--- src/rtl/hw2_pipe_arb_if.sv ---
// Bundle between client logic, the round-robin scheduler and the external
// (a+/-b)*c datapath: two request channels, two response pulses, datapath I/O.
interface hw2_pipe_arb_if #(
    parameter int CNT_W = 16
);
    logic             req0_valid;
    logic [7:0]       req0_a;
    logic [7:0]       req0_b;
    logic [7:0]       req0_c;
    logic             req0_s;
    logic             req0_ready;
    logic             req1_valid;
    logic [7:0]       req1_a;
    logic [7:0]       req1_b;
    logic [7:0]       req1_c;
    logic             req1_s;
    logic             req1_ready;
    logic             rsp0_valid;
    logic [15:0]      rsp0_d;
    logic             rsp1_valid;
    logic [15:0]      rsp1_d;
    logic [7:0]       pipe_a;
    logic [7:0]       pipe_b;
    logic [7:0]       pipe_c;
    logic             pipe_s;
    logic [15:0]      pipe_d;
    logic [CNT_W-1:0] gnt_cnt0;
    logic [CNT_W-1:0] gnt_cnt1;

    modport slave (
        input  req0_valid, req0_a, req0_b, req0_c, req0_s,
        input  req1_valid, req1_a, req1_b, req1_c, req1_s,
        input  pipe_d,
        output req0_ready, req1_ready,
        output rsp0_valid, rsp0_d, rsp1_valid, rsp1_d,
        output pipe_a, pipe_b, pipe_c, pipe_s,
        output gnt_cnt0, gnt_cnt1
    );

    modport master (
        output req0_valid, req0_a, req0_b, req0_c, req0_s,
        output req1_valid, req1_a, req1_b, req1_c, req1_s,
        output pipe_d,
        input  req0_ready, req1_ready,
        input  rsp0_valid, rsp0_d, rsp1_valid, rsp1_d,
        input  pipe_a, pipe_b, pipe_c, pipe_s,
        input  gnt_cnt0, gnt_cnt1
    );
endinterface

--- src/rtl/hw2_pipe_arb.sv ---
// Two-client round-robin front end for a fixed-latency (a+/-b)*c datapath;
// a tag shift register steers each result back to the client that issued it.
module hw2_pipe_arb #(
    parameter int PIPE_LAT = 3,
    parameter int CNT_W    = 16
) (
    input  logic            clk,
    input  logic            reset,
    hw2_pipe_arb_if.slave   bus
);

    function automatic logic [CNT_W-1:0] sat_inc(input logic [CNT_W-1:0] v);
        if (&v) begin
            return v;
        end else begin
            return v + {{(CNT_W-1){1'b0}}, 1'b1};
        end
    endfunction

    logic              grant0_s;
    logic              grant1_s;
    logic              hs_s;
    logic              gnt_id_s;

    logic              prio_q,      prio_d;
    logic [7:0]        pipe_a_q,    pipe_a_d;
    logic [7:0]        pipe_b_q,    pipe_b_d;
    logic [7:0]        pipe_c_q,    pipe_c_d;
    logic              pipe_s_q,    pipe_s_d;
    logic [PIPE_LAT:0] tag_vld_q,   tag_vld_d;
    logic [PIPE_LAT:0] tag_id_q,    tag_id_d;
    logic              rsp0_vld_q,  rsp0_vld_d;
    logic              rsp1_vld_q,  rsp1_vld_d;
    logic [15:0]       rsp0_dat_q,  rsp0_dat_d;
    logic [15:0]       rsp1_dat_q,  rsp1_dat_d;
    logic [CNT_W-1:0]  cnt0_q,      cnt0_d;
    logic [CNT_W-1:0]  cnt1_q,      cnt1_d;

    // Arbitration: a lone requester wins, a tie goes to the prio side; nothing is granted in reset.
    always_comb begin
        grant0_s = 1'b0;
        grant1_s = 1'b0;
        if (reset) begin
            grant0_s = 1'b0;
            grant1_s = 1'b0;
        end else if (bus.req0_valid && bus.req1_valid) begin
            grant0_s = ~prio_q;
            grant1_s = prio_q;
        end else begin
            grant0_s = bus.req0_valid;
            grant1_s = bus.req1_valid;
        end
    end

    assign hs_s     = grant0_s | grant1_s;
    assign gnt_id_s = grant1_s;

    // Next state: issue registers, tag shift, response routing and grant counters.
    always_comb begin
        prio_d     = prio_q;
        pipe_a_d   = pipe_a_q;
        pipe_b_d   = pipe_b_q;
        pipe_c_d   = pipe_c_q;
        pipe_s_d   = pipe_s_q;
        cnt0_d     = cnt0_q;
        cnt1_d     = cnt1_q;
        rsp0_vld_d = 1'b0;
        rsp1_vld_d = 1'b0;
        rsp0_dat_d = rsp0_dat_q;
        rsp1_dat_d = rsp1_dat_q;
        // Bubbles shift through too, so the last stage lines up with pipe_d.
        tag_vld_d  = {tag_vld_q[PIPE_LAT-1:0], hs_s};
        tag_id_d   = {tag_id_q[PIPE_LAT-1:0], gnt_id_s};

        if (hs_s) begin
            prio_d   = ~gnt_id_s;
            pipe_a_d = gnt_id_s ? bus.req1_a : bus.req0_a;
            pipe_b_d = gnt_id_s ? bus.req1_b : bus.req0_b;
            pipe_c_d = gnt_id_s ? bus.req1_c : bus.req0_c;
            pipe_s_d = gnt_id_s ? bus.req1_s : bus.req0_s;
        end else begin
            prio_d   = prio_q;
        end

        if (grant0_s) begin
            cnt0_d = sat_inc(cnt0_q);
        end else begin
            cnt0_d = cnt0_q;
        end

        if (grant1_s) begin
            cnt1_d = sat_inc(cnt1_q);
        end else begin
            cnt1_d = cnt1_q;
        end

        if (tag_vld_q[PIPE_LAT] && tag_id_q[PIPE_LAT]) begin
            rsp1_vld_d = 1'b1;
            rsp1_dat_d = bus.pipe_d;
        end else if (tag_vld_q[PIPE_LAT]) begin
            rsp0_vld_d = 1'b1;
            rsp0_dat_d = bus.pipe_d;
        end else begin
            rsp0_vld_d = 1'b0;
            rsp1_vld_d = 1'b0;
        end
    end

    // State registers with synchronous reset; clearing the tags drops in-flight results.
    always_ff @(posedge clk) begin
        if (reset) begin
            prio_q     <= 1'b0;
            pipe_a_q   <= 8'h00;
            pipe_b_q   <= 8'h00;
            pipe_c_q   <= 8'h00;
            pipe_s_q   <= 1'b0;
            tag_vld_q  <= '0;
            tag_id_q   <= '0;
            rsp0_vld_q <= 1'b0;
            rsp1_vld_q <= 1'b0;
            rsp0_dat_q <= 16'h0000;
            rsp1_dat_q <= 16'h0000;
            cnt0_q     <= '0;
            cnt1_q     <= '0;
        end else begin
            prio_q     <= prio_d;
            pipe_a_q   <= pipe_a_d;
            pipe_b_q   <= pipe_b_d;
            pipe_c_q   <= pipe_c_d;
            pipe_s_q   <= pipe_s_d;
            tag_vld_q  <= tag_vld_d;
            tag_id_q   <= tag_id_d;
            rsp0_vld_q <= rsp0_vld_d;
            rsp1_vld_q <= rsp1_vld_d;
            rsp0_dat_q <= rsp0_dat_d;
            rsp1_dat_q <= rsp1_dat_d;
            cnt0_q     <= cnt0_d;
            cnt1_q     <= cnt1_d;
        end
    end

    assign bus.req0_ready = grant0_s;
    assign bus.req1_ready = grant1_s;
    assign bus.pipe_a     = pipe_a_q;
    assign bus.pipe_b     = pipe_b_q;
    assign bus.pipe_c     = pipe_c_q;
    assign bus.pipe_s     = pipe_s_q;
    assign bus.rsp0_valid = rsp0_vld_q;
    assign bus.rsp1_valid = rsp1_vld_q;
    assign bus.rsp0_d     = rsp0_dat_q;
    assign bus.rsp1_d     = rsp1_dat_q;
    assign bus.gnt_cnt0   = cnt0_q;
    assign bus.gnt_cnt1   = cnt1_q;

endmodule

--- src/flat_wrapper.sv ---
// flat-port wrapper written by rule: the top's interface ports become plain ports
module hw2_pipe_arb_flat 
#(
    parameter int PIPE_LAT = 3,
    parameter int CNT_W    = 16
)
  (clk, reset, bus_req0_valid, bus_req0_a, bus_req0_b, bus_req0_c, bus_req0_s, bus_req1_valid, bus_req1_a, bus_req1_b, bus_req1_c, bus_req1_s, bus_pipe_d, bus_req0_ready, bus_req1_ready, bus_rsp0_valid, bus_rsp0_d, bus_rsp1_valid, bus_rsp1_d, bus_pipe_a, bus_pipe_b, bus_pipe_c, bus_pipe_s, bus_gnt_cnt0, bus_gnt_cnt1);
  hw2_pipe_arb_if #(.CNT_W(CNT_W)) bus_i ();
  input  logic clk;
  input  logic reset;
  input wire logic [$bits(bus_i.req0_valid)-1:0] bus_req0_valid;
  input wire logic [$bits(bus_i.req0_a)-1:0] bus_req0_a;
  input wire logic [$bits(bus_i.req0_b)-1:0] bus_req0_b;
  input wire logic [$bits(bus_i.req0_c)-1:0] bus_req0_c;
  input wire logic [$bits(bus_i.req0_s)-1:0] bus_req0_s;
  input wire logic [$bits(bus_i.req1_valid)-1:0] bus_req1_valid;
  input wire logic [$bits(bus_i.req1_a)-1:0] bus_req1_a;
  input wire logic [$bits(bus_i.req1_b)-1:0] bus_req1_b;
  input wire logic [$bits(bus_i.req1_c)-1:0] bus_req1_c;
  input wire logic [$bits(bus_i.req1_s)-1:0] bus_req1_s;
  input wire logic [$bits(bus_i.pipe_d)-1:0] bus_pipe_d;
  output wire logic [$bits(bus_i.req0_ready)-1:0] bus_req0_ready;
  output wire logic [$bits(bus_i.req1_ready)-1:0] bus_req1_ready;
  output wire logic [$bits(bus_i.rsp0_valid)-1:0] bus_rsp0_valid;
  output wire logic [$bits(bus_i.rsp0_d)-1:0] bus_rsp0_d;
  output wire logic [$bits(bus_i.rsp1_valid)-1:0] bus_rsp1_valid;
  output wire logic [$bits(bus_i.rsp1_d)-1:0] bus_rsp1_d;
  output wire logic [$bits(bus_i.pipe_a)-1:0] bus_pipe_a;
  output wire logic [$bits(bus_i.pipe_b)-1:0] bus_pipe_b;
  output wire logic [$bits(bus_i.pipe_c)-1:0] bus_pipe_c;
  output wire logic [$bits(bus_i.pipe_s)-1:0] bus_pipe_s;
  output wire logic [$bits(bus_i.gnt_cnt0)-1:0] bus_gnt_cnt0;
  output wire logic [$bits(bus_i.gnt_cnt1)-1:0] bus_gnt_cnt1;
  assign bus_i.req0_valid = bus_req0_valid;
  assign bus_i.req0_a = bus_req0_a;
  assign bus_i.req0_b = bus_req0_b;
  assign bus_i.req0_c = bus_req0_c;
  assign bus_i.req0_s = bus_req0_s;
  assign bus_i.req1_valid = bus_req1_valid;
  assign bus_i.req1_a = bus_req1_a;
  assign bus_i.req1_b = bus_req1_b;
  assign bus_i.req1_c = bus_req1_c;
  assign bus_i.req1_s = bus_req1_s;
  assign bus_i.pipe_d = bus_pipe_d;
  assign bus_req0_ready = bus_i.req0_ready;
  assign bus_req1_ready = bus_i.req1_ready;
  assign bus_rsp0_valid = bus_i.rsp0_valid;
  assign bus_rsp0_d = bus_i.rsp0_d;
  assign bus_rsp1_valid = bus_i.rsp1_valid;
  assign bus_rsp1_d = bus_i.rsp1_d;
  assign bus_pipe_a = bus_i.pipe_a;
  assign bus_pipe_b = bus_i.pipe_b;
  assign bus_pipe_c = bus_i.pipe_c;
  assign bus_pipe_s = bus_i.pipe_s;
  assign bus_gnt_cnt0 = bus_i.gnt_cnt0;
  assign bus_gnt_cnt1 = bus_i.gnt_cnt1;
  hw2_pipe_arb #(.PIPE_LAT(PIPE_LAT), .CNT_W(CNT_W)) u_core (.clk(clk), .reset(reset), .bus(bus_i));
endmodule
--- config.mk ---
export PLATFORM = sky130hd
export DESIGN_NAME = hw2_pipe_arb_flat
export DESIGN_NICKNAME = d
export VERILOG_FILES = /design/src/rtl/hw2_pipe_arb_if.sv /design/src/rtl/hw2_pipe_arb.sv /design/src/flat_wrapper.sv
export SDC_FILE = /design/constraint.sdc
export NUM_CORES = 1
export LEC_CHECK = 0
export ABC_CLOCK_PERIOD_IN_PS = 2060
export BUFFER_PORTS_ARGS = -buffer_cell sky130_fd_sc_hd__buf_4
export CAP_MARGIN = 20
export CELL_PAD_IN_SITES_DETAIL_PLACEMENT = 1
export CELL_PAD_IN_SITES_GLOBAL_PLACEMENT = 2
export CORE_MARGIN = 2
export CORE_UTILIZATION = 24
export DETAILED_ROUTE_END_ITERATION = 8
export GPL_TIMING_DRIVEN = 0
export PLACE_DENSITY = 0.82
export SLEW_MARGIN = 0
export SYNTH_ARGS = -nofsm -noshare
export SYNTH_HDL_FRONTEND = slang
export SYNTH_SLANG_ARGS = --single-unit
--- constraint.sdc ---
create_clock -name clk -period 2.06 [get_ports clk]
set_clock_uncertainty 0.1 [all_clocks]
set_input_delay 0.309 -clock clk [delete_from_list [all_inputs] [get_ports clk]]
set_output_delay 0.309 -clock clk [all_outputs]
set_load 0.1 [all_outputs]
Yosys cells after proc, flatten, opt, wreduce, memory -nomap -nowiden
Cells that the tools add are included.
- register bits after elaboration: 100
- input bits: 70
- output and inout port bits: 93
- add/subtract/negate cells: 2
- mux-type cells: 10
- bitwise gates (word level): 6
- reductions and logical operators: 8
- operators by type and width (cell ; number):
    16-bit by 1-bit adder with 16-bit output (second input constant) ; 2
    16-bit AND reduction ; 2
    8-bit 2-to-1 mux ; 3
    1-bit 2-to-1 mux ; 7
    2-bit AND reduction ; 3
    1-bit inverter ; 5
    1-bit logical AND ; 2
    2-bit OR reduction ; 1
    1-bit bitwise OR ; 1

Longest topological paths before layout
Gate-level depths: netlist of the first run.
- depth in word-level cells: 4
- depth in mapped cells: 7

Worst setup path before layout of the first run
OpenSTA, ideal clock, no wires.
- path type: register to register
- from: register u_core.cnt1_q[0] (netlist: u_core.bus.gnt_cnt1[0])
- to: register u_core.cnt1_q[10] (netlist: u_core.bus.gnt_cnt1[10])
- setup time: 0.070 ns
- arrival time: 2.626 ns
- required time: 1.890 ns
- setup slack: -0.737 ns
- cell stages (with the launch flop): 7
- clock period less this slack: 2.797 ns
- cells stage by stage: dfxtp_1 -> ha_1 -> nand2_1 -> or4_1 -> buf_2 -> or4_1 -> a21oi_1
- longest elaborated chain between the ends: 3
- ends and longest elaborated chain (element ; RTL line ; text):
    start, declared ; hw2_pipe_arb.sv:37 ; logic [CNT_W-1:0] cnt1_q, cnt1_d;
    start signal, assigned ; hw2_pipe_arb.sv:138 ; cnt1_q <= cnt1_d;
    parallel branches: the longest is 3 deep, another holds 16-bit by 1-bit adder with 16-bit output ; - ;
Several ways; the timed one is not identified.
A chain may end at the register's enable or synchronous reset.

Worst setup path in the final report of the first run
- from: register u_core.cnt0_q[2] (netlist: u_core.bus.gnt_cnt0[2])
- to: register u_core.cnt0_q[13] (netlist: u_core.bus.gnt_cnt0[13])
- longest elaborated chain between the ends: 3
- ends and longest elaborated chain (element ; RTL line ; text):
    start, declared ; hw2_pipe_arb.sv:36 ; logic [CNT_W-1:0] cnt0_q, cnt0_d;
    start signal, assigned ; hw2_pipe_arb.sv:137 ; cnt0_q <= cnt0_d;
    parallel branches: the longest is 3 deep, another holds 16-bit by 1-bit adder with 16-bit output ; - ;
Several ways; the timed one is not identified.

==> metrics.cfg, run 1 <==
[outcome]
status=complete, no violations

[routing]
drc=0
vias=4310
routed_wl_um=14200
detail-route-antenna-nets=0
first_pass_iters=4
wire_per_inst_um=16.1
vias_per_cell=4.89
drt_iter0_drc=134

[clocking]
htreeDepth=3
root_buffer=clkbuf_16
clkTransAtPathRegs_ps=80
cts_tree=yes
cts.sinks=100
clockBufferDepth=2
clk_latency_ps=360
cts_buffers=9

[floorplan]
rows=47
coreArea_um2=16700
fp.dieW_um=135
ioPinCount=163
fp.dieArea_um2=18300
initial_core_util_pct=24.7
die_h_um=135

[timing]
setup_ws_ps=44.8
rsz0062_at_grt=true
final_hold_viol_count=0
slew_headroom_pct=53.9
finalCritPeriodShare_pct=97.8
max_clock_freq_mhz=496
setup_viol=0
slew_violations=0
period_needed_ps=2020
worst_pin_slew_ps=686
setup_tns_ps=0

[logic_synthesis]
syn-num-nets=554
syn_area_per_cell_um2=8.57
yosysSeqAreaShare_pct=48.4
synth_top_family_by_area=simple AND/OR/NAND/NOR gates
ys_warn_count=0
yosys-top-cells-area=dfxtp_1 (48%), nand2_1 (8.9%), a311oi_1 (5.3%)
synth_top_area_share_pct=48.4
syn-cell-area_um2=4130
synthCells=482
synth_edf_count=0
synthMuxAreaShare_pct=2.72
synthSimpleGateAreaFrac_pct=26.8
yosys.area.top_type=dfxtp_1
synth.distinct_cells=39
ys_async_sr_fraction_pct=0
synth_fa_ha_area_share_pct=0.606
ys_ff_latch=100
synthFlopType=dfxtp_1
synth_compound_area_share_pct=17.5
synth_xor_area_share_pct=0

[global_route]
grt-ovfl-total=0
grt_max_degree=20
grt_pass1_wl_um=22800
antenna_found_initial=0
grt_usage_pct=15.5
first_global_vias=4403

[power_and_ir_drop]
p_leak_nw=2.49
peakVddDrop_v=0.000403
power-per-cell-area_nw_per_um2=727
power.total_mw=4.48

[placement]
io_buffer_count=161
placed_cells=863
routabilityCongestion=0.769
place_hpwl_um=10900
place_ws_ps=-324

[critical_path]
cp_max_fo=7
slowest_delay_ps=570
start_kind=register
cp.arrival_ps=2160
cp_cell_sequence=nand4_1 -> or4_1 -> nor4_1 -> mux2_2
cpMaxStageDelayCell=or4_1
crit_buf_inv=0
critPathCaptureType=register
path_class=reg2reg
rrSetupSlack_ps=40
cp_top_family=simple AND/OR/NAND/NOR gates
crit_required_ps=2210

[finish]
final_cell_mix=buf_4 (163), nand2_1 (98), dfxtp_1 (68)
areaGrowthSynthToFinish_pct=49.0
diodes=0
layout_commonest_cell=buf_4
drive_gt1_share_pct=37.6
nets=729
instances_no_fill=882
final_util_pct=36.9

[run]
cap_viol_max_count=0

[hold_path]
min_path_type=in2reg

## final timing paths
check,from,depth (start not counted),end
min,bus_pipe_d[6],2,u_core.bus.rsp1_d[6]
max reg2reg,u_core.bus.gnt_cnt0[2],4,u_core.bus.gnt_cnt0[13]
max,u_core.bus.gnt_cnt0[2],4,u_core.bus.gnt_cnt0[13]
min reg2reg,u_core.tag_id_q[0],1,u_core.tag_id_q[1]
## cell families (layout without fill, tap and decap cells)
kind of cell / after synthesis / count (layout)
compound gates: 98 / 98
fa+ha+maj: 2 / 2
buf+inv: 41 / 221
flops: 100 / 100
mux: 10 / 10
simple gates: 231 / 231
## per-layer routing
metal	wire, µm	share of wire [%]	GRT usage, %
met1	6340	45	19.5
met2	6650	47	26.1
met3	1040	7.4	4.75
met4	146	1.0	3.88
met5	0	0	0
## cell type report
| type | instances | area [µm²] |
|---|---|---|
| clock inverters | 7 | 63.8 |
| fillers | 1971 | 10500 |
| plain buffers | 32 | 153 |
| inverters | 8 | 32.5 |
| multi-input cells | 341 | 2050 |
| clock buffers | 9 | 225 |
| repair buffers | 165 | 1250 |
| flip-flops and latches | 100 | 2100 |
| well taps | 220 | 275 |
## synthesized netlist by cell type, types with 6 or more instances
cell type / number
a22o_1: 16
o41ai_1: 6
nand4_1: 11
or4_1: 10
nor3_1: 8
dfxtp_1: 100
nor2_1: 42
nand2_1: 98
clkbuf_1: 29
nor4_1: 11
nand3_1: 10
a21oi_1: 29
nor2b_1: 19
a311oi_1: 25
o311ai_0: 7
mux2_2: 10
inv_1: 7
## worst register-to-register path, delay by kind of cell, from the launching register on
family,cells,cell delay (ps)
AND/OR/NAND/NOR,3,1050
multiplexers,1,370
flip-flops,1,380
## power by group
part           total [mW]  switching [mW]  internal [mW]  leakage [nW]
combinational       0.789           0.571          0.218          1.51
clock                1.70           0.846          0.851         0.143
sequential           1.99          0.0336           1.96         0.837
## through the flow
step	instance area, µm²	hold slack [ps]
6_report	6160	77.4
5_1_grt	6160	60.4
4_1_cts	6090	63.6
3_5_place_dp	5750	328
3_3_place_gp	5750	316
2_1_floorplan	4270	314
## state kept, by name, indices dropped and copies added, names as in the netlist
signal	count
u_core.prio_q	1
u_core.bus.rsp1_d	16
u_core.bus.rsp1_valid	1
u_core.bus.gnt_cnt0	16
u_core.tag_id_q	4
u_core.tag_vld_q	4
u_core.bus.pipe_c	8
u_core.bus.rsp0_valid	1
u_core.bus.pipe_b	8
u_core.bus.pipe_s	1
u_core.bus.pipe_a	8
u_core.bus.rsp0_d	16
u_core.bus.gnt_cnt1	16
## timing repair
action | in CTS | in global routing
resized for setup | 11 | 18
hold buffers | 0 | 0
endpoints found under the setup margin | 32 | 24
gates cloned | 0 | 1
pin swaps | 0 | 4
buffers inserted | 2 | 1
Note: power is estimated with default switching activity, not from simulation.
==> run 2, diff against run 1 <==
--- a/config.mk
+++ b/config.mk
@@ -8,13 +8,12 @@
 export ABC_CLOCK_PERIOD_IN_PS = 2060
 export BUFFER_PORTS_ARGS = -buffer_cell sky130_fd_sc_hd__buf_4
 export CAP_MARGIN = 20
-export CELL_PAD_IN_SITES_DETAIL_PLACEMENT = 1
-export CELL_PAD_IN_SITES_GLOBAL_PLACEMENT = 2
 export CORE_MARGIN = 2
-export CORE_UTILIZATION = 24
+export CORE_UTILIZATION = 44
 export DETAILED_ROUTE_END_ITERATION = 8
 export GPL_TIMING_DRIVEN = 0
-export PLACE_DENSITY = 0.82
+export PLACE_DENSITY = 0.84
+export RECOVER_POWER = 25
 export SLEW_MARGIN = 0
 export SYNTH_ARGS = -nofsm -noshare
 export SYNTH_HDL_FRONTEND = slang
==> run 2 against run 1 <==
Sequential share of layout area is 1.8 points higher. Final area is 5.0% lower. Die area is 44% lower. Largest cell class unchanged. Via count is 1.6% lower. Combinational power is 3.0% lower. Critical path type is now reg2out. Setup slack hardly changed.
==> metrics.cfg, run 2 (same netlist as run 1, synthesis figures left out) <==
[outcome]
status=complete, no violations

[timing]
timing.hold.ws_ps=54.3  ; -23.1 ps
setup_tns_ps=0  ; unchanged
setup_ws_ps=45.1  ; +0.320 ps
slew_headroom_pct=58.3  ; +4.5 points
max_clock_freq_mhz=496  ; about the same
worst_pin_slew_ps=625  ; -60.7 ps
slew_violations=0  ; unchanged
final_hold_viol_count=0  ; unchanged
rsz0062_at_grt=false
setup_viol=0  ; unchanged
finalCritPeriodShare_pct=97.8  ; about the same
period_needed_ps=2010  ; -0.320 ps

[global_route]
globalRouteMet2Util_pct=37.2  ; +11 points
first_global_vias=3975  ; -9.7%
antenna_found_initial=0  ; unchanged
grt_usage_pct=22.3  ; +6.8 points
grt_max_degree=21  ; +5.0%
grt-ovfl-total=0  ; unchanged
use_met3_pct=5.83  ; +1.1 points
grt_pass1_wl_um=18500  ; -19%
busiest_layer=met2
met1_usage_pct=28.2  ; +8.7 points

[critical_path]
cp.arrival_ps=1610  ; -550 ps
path_class=reg2out
slowest_delay_ps=410  ; -160 ps
cpMaxStageDelayCell=dfxtp_1
critPathCaptureType=output port
start_kind=register
cp_cell_sequence=nand2b_1 -> nand3_1 -> clkinv_2 -> clkbuf_8 -> buf_12
crit_required_ps=1650  ; -560 ps
r2r_cells=5  ; +1
cp_max_fo=10  ; +3

[routing]
wire_per_inst_um=15.2  ; -5.6%
routed_wl_um=11700  ; -18%
drc=0  ; unchanged
detail-route-antenna-nets=0  ; unchanged
vias_per_cell=5.51  ; +13%
first_pass_iters=5  ; +1
drt_iter0_drc=204  ; +52%
vias=4242  ; -1.6%

[clocking]
htreeDepth=3  ; unchanged
clkTransAtPathRegs_ps=110  ; +30 ps
root_buffer=clkbuf_8
cts_buffers=9  ; unchanged
clockBufferDepth=2  ; unchanged
postCtsHoldBufs=0  ; unchanged
cts_tree=yes
cts.sinks=100  ; unchanged
clk_latency_ps=370  ; about the same

[power_and_ir_drop]
switching_share_pct=33.9  ; +1.5 points
power-per-cell-area_nw_per_um2=686  ; -5.7%
p_seq_share_pct=49.6  ; +5.1 points
p_sw_mw=1.36  ; -6.2%
p_leak_nw=2.41  ; -3.3%
power_frac_comb_pct=19.1  ; +1.5 points
peakVddDrop_v=0.000428  ; +6.3%
clockPowerShare_pct=31.3  ; -6.6 points
power.internal_mw=2.65  ; -12%

[finish]
layout_commonest_cell=buf_4
final_cell_mix=buf_4 (133), nand2_1 (98), dfxtp_1 (68)
areaGrowthSynthToFinish_pct=41.5
diodes=0  ; unchanged
drive_gt1_share_pct=37.3  ; -0.28 points
nets=726  ; -0.41%

[placement]
place_ws_ps=-132  ; +192 ps
place_hpwl_um=8740  ; -20%
io_buffer_count=161  ; unchanged
routabilityCongestion=0.872  ; +13%

[floorplan]
fp.dieW_um=101  ; -25%
initial_core_util_pct=44.9  ; +20 points
fp.dieArea_um2=10200  ; -44%
coreArea_um2=9200  ; -45%
rows=35  ; -26%
die_h_um=101  ; -25%
ioPinCount=163  ; unchanged

[run]
cap_viol_max_count=0  ; unchanged

[hold_path]
whs_path_depth=2  ; unchanged
min_path_type=in2reg

==> run 2: cell type report <==
class                           instances  area, µm²
Fill cell                             781       3350
Sequential cell                       100       2100
Multi-Input combinational cell        341       2070
Timing Repair Buffer                  163       1160
Buffer                                 31        143
Tap cell                              111        139
Clock buffer                            9        124
Clock inverter                          7       76.3
Inverter                                8       31.3
==> run 2: routing by layer <==
| layer | part of all wire (%) | routed length (µm) |
|---|---|---|
| met1 | 43 | 5060 |
| met4 | 1.3 | 147 |
| met5 | 0 | 0 |
| met3 | 7.0 | 816 |
| met2 | 48 | 5670 |
==> run 2: stage by stage <==
stage / utilization, % / power [mW] / instances / cell area (µm²)
floorplan: - / 2.55 / 482 / 4270
global placement: 61.1 / 2.79 / 754 / 5620
detailed placement: 61.1 / 2.80 / 754 / 5620
CTS: 63.8 / 4.04 / 772 / 5870
global route: 63.6 / 4.18 / 770 / 5850
finish: 63.6 / 4.01 / 770 / 5850
==> run 2: final timing paths <==
path | startpoint | end | slack [ps]
min reg2reg | u_core.tag_id_q[1] | u_core.tag_id_q[2] | 340
max | u_core.prio_q | bus_req1_ready | 50
min | bus_pipe_d[10] | u_core.bus.rsp1_d[10] | 50
max reg2reg | u_core.bus.gnt_cnt1[1] | u_core.bus.gnt_cnt1[10] | 70
==> run 2: critical path: cells and delay by family, from the launching register on <==
| kind | cells | cell delay, ps |
|---|---|---|
| simple gates | 2 | 310 |
| flops | 1 | 410 |
| buf+inv | 3 | 530 |
==> run 2: repair_timing <==
action / in CTS / in global routing
buffers inserted: 2 / 0
setup endpoints to repair: 5 / 29
resized for setup: 10 / 19
pin swaps: 0 / 1
==> run 2: power by group through the flow <==
stage / sequential [mW] / clock, mW / combinational [mW]
CTS: 1.99 / 1.28 / 0.776
global placement: 2.03 / 0 / 0.752
finish: 1.99 / 1.25 / 0.765
global route: 2.00 / 1.37 / 0.808
floorplan: 2.38 / 0 / 0.175
detailed placement: 2.04 / 0 / 0.766
==> run 3, diff against run 2 <==
--- a/config.mk
+++ b/config.mk
@@ -9,10 +9,11 @@
 export BUFFER_PORTS_ARGS = -buffer_cell sky130_fd_sc_hd__buf_4
 export CAP_MARGIN = 20
 export CORE_MARGIN = 2
-export CORE_UTILIZATION = 44
+export CORE_UTILIZATION = 45
+export CTS_BUF_LIST = sky130_fd_sc_hd__clkbuf_4 sky130_fd_sc_hd__clkbuf_8
 export DETAILED_ROUTE_END_ITERATION = 8
 export GPL_TIMING_DRIVEN = 0
-export PLACE_DENSITY = 0.84
+export PLACE_DENSITY = 0.86
 export RECOVER_POWER = 25
 export SLEW_MARGIN = 0
 export SYNTH_ARGS = -nofsm -noshare
==> run 3 against run 2 <==
Routed wire length increased by 1.6%. Non-clock buffer count is the same. Clock power about the same. Register-to-register slack barely moved. Power down 0.17%. Critical endpoint is now u_core.bus.gnt_cnt1[10]. Largest power group unchanged.
==> metrics.cfg, run 3 (same netlist as run 1, synthesis figures left out) <==
[power_and_ir_drop]
p_leak_nw=2.43  ; +0.56%
peakVddDrop_v=0.000400  ; -6.6%
power-per-cell-area_nw_per_um2=681  ; -0.64%

[critical_path]
r2r-start=u_core.bus.gnt_cnt1[1]
r2r_cells=5  ; unchanged
r2r-end=u_core.bus.gnt_cnt1[10]
start_kind=register
cp.arrival_ps=2190  ; +580 ps
setup.worst_path.end=u_core.bus.gnt_cnt1[10]
rrSetupSlack_ps=60  ; about the same
crit_start=u_core.bus.gnt_cnt1[1]
critPathCaptureType=register
cp_max_fo=9  ; -1
path_class=reg2reg
crit_required_ps=2250  ; +600 ps

[routing]
drt_iter0_drc=186  ; -8.8%
vias=4264  ; +0.52%
first_pass_iters=5  ; unchanged
routed_wl_um=11900  ; +1.6%
vias_per_cell=5.56  ; +0.91%
wire_per_inst_um=15.5  ; +2.0%
drc=0  ; unchanged
detail-route-antenna-nets=0  ; unchanged

[finish]
final_cell_mix=buf_4 (161), nand2_1 (98), dfxtp_1 (68)
nets=726  ; unchanged
layout_commonest_cell=buf_4
areaGrowthSynthToFinish_pct=42.2
instances_no_fill=767  ; -0.39%
final_util_pct=66.7  ; +3.1 points
diodes=0  ; unchanged
num-fill-cells=720  ; -7.8%
drive_gt1_share_pct=36.7  ; -0.61 points

[placement]
routabilityCongestion=0.902  ; +3.5%
io_buffer_count=161  ; unchanged
placed_cells=751  ; -0.40%
place_hpwl_um=8730  ; about the same

[clocking]
root_buffer=clkbuf_8
clkTransAtPathRegs_ps=110  ; about the same
cts_tree=yes
clk_latency_ps=360  ; about the same
clockBufferDepth=2  ; unchanged
htreeDepth=3  ; unchanged
cts.sinks=100  ; unchanged
cts_buffers=9  ; unchanged

[timing]
period_needed_ps=2000  ; -15.5 ps
slew_violations=0  ; unchanged
worst_pin_slew_ps=573  ; -52.2 ps
max_clock_freq_mhz=500  ; +0.77%
slew_headroom_pct=61.8  ; +3.5 points
timing.hold.ws_ps=57.9  ; +3.66 ps
rsz0062_at_grt=true
final_hold_viol_count=0  ; unchanged
finalCritPeriodShare_pct=97.1  ; -0.75 points
setup_viol=0  ; unchanged

[floorplan]
rows=34  ; -2.9%
coreArea_um2=8810  ; -4.2%
ioPinCount=163  ; unchanged
fp.dieW_um=99.8  ; -1.1%
fp.dieArea_um2=9970  ; -2.1%
die_h_um=99.8  ; -1.1%
initial_core_util_pct=46.9  ; +2.0 points

[global_route]
antenna_found_initial=0  ; unchanged
grt_max_degree=21  ; unchanged
grt-ovfl-total=0  ; unchanged
first_global_vias=4008  ; +0.83%
grt_usage_pct=23.0  ; +0.73 points
grt_pass1_wl_um=18800  ; +1.9%

[run]
cap_viol_max_count=0  ; unchanged

[hold_path]
min_path_type=in2reg

[outcome]
status=complete, no violations

==> run 3: area by class of cell <==
| cell class | instances | area [µm²] | area share [%] |
|---|---|---|---|
| multi-input combinational | 341 | 2050 | 34.8 |
| buffer | 31 | 134 | 2.28 |
| clock buffer | 9 | 124 | 2.11 |
| timing repair buffer | 163 | 1230 | 20.9 |
| tap | 108 | 135 | 2.30 |
| inverter | 8 | 32.5 | 0.554 |
| sequential | 100 | 2100 | 35.8 |
| clock inverter | 7 | 72.6 | 1.24 |
==> run 3: what timing repair did <==
item | in CTS | in global routing
resized for setup | 5 | 21
setup endpoints to repair | 3 | 47
hold buffers | 0 | 0
pin swaps | 0 | 1
gates cloned | 0 | 0
setup buffers | 2 | 0
==> run 3: critical path, stage by stage, from the launching register on <==
cell and delay (ps):
dfxtp_4 380, ha_4 150, nand2_1 60, or4_4 580, or4_1 520, a21oi_1 150
==> run 3: through the flow <==
| step | instance area (µm²) | total power [mW] | setup WS (ps) | TNS, ps |
|---|---|---|---|---|
| detailed placement | 5610 | 2.80 | -95.8 | -936 |
| floorplan | 4270 | 2.55 | -180 | -684 |
| global route | 5880 | 4.16 | -19.9 | -19.9 |
| CTS | 5840 | 4.04 | 12.9 | 0 |
| finish | 5880 | 4.00 | 60.6 | 0 |
| global placement | 5610 | 2.79 | -22.6 | -141 |
==> run 3: how the worst min path moves through the flow <==
stage | endpoint | cells after the start | slack, ps | startpoint
finish | u_core.bus.rsp1_d[0] | 2 | 60 | bus_pipe_d[0]
global route | u_core.bus.rsp1_d[8] | 2 | 40 | bus_pipe_d[8]
detailed placement | u_core.tag_vld_q[2] | 1 | 320 | u_core.tag_vld_q[1]
floorplan | u_core.tag_id_q[1] | 1 | 310 | u_core.tag_id_q[0]
global placement | u_core.tag_id_q[1] | 1 | 320 | u_core.tag_id_q[0]
CTS | u_core.bus.rsp1_d[0] | 2 | 40 | bus_pipe_d[0]
==> run 3: report_power, final <==
part           switching, mW  total (mW)  internal [mW]
Combinational          0.555       0.769          0.214
Clock                  0.759        1.24          0.484
Sequential            0.0325        1.99           1.96
==> run 3: routing by layer <==
layer,GRT usage (%),up-vias,part of all wire (%)
li1,-,2088,-
met3,5.22,24,7.4
met2,39.4,194,49
met5,0,-,0
met1,28.6,1958,42
met4,8.22,0,1.7
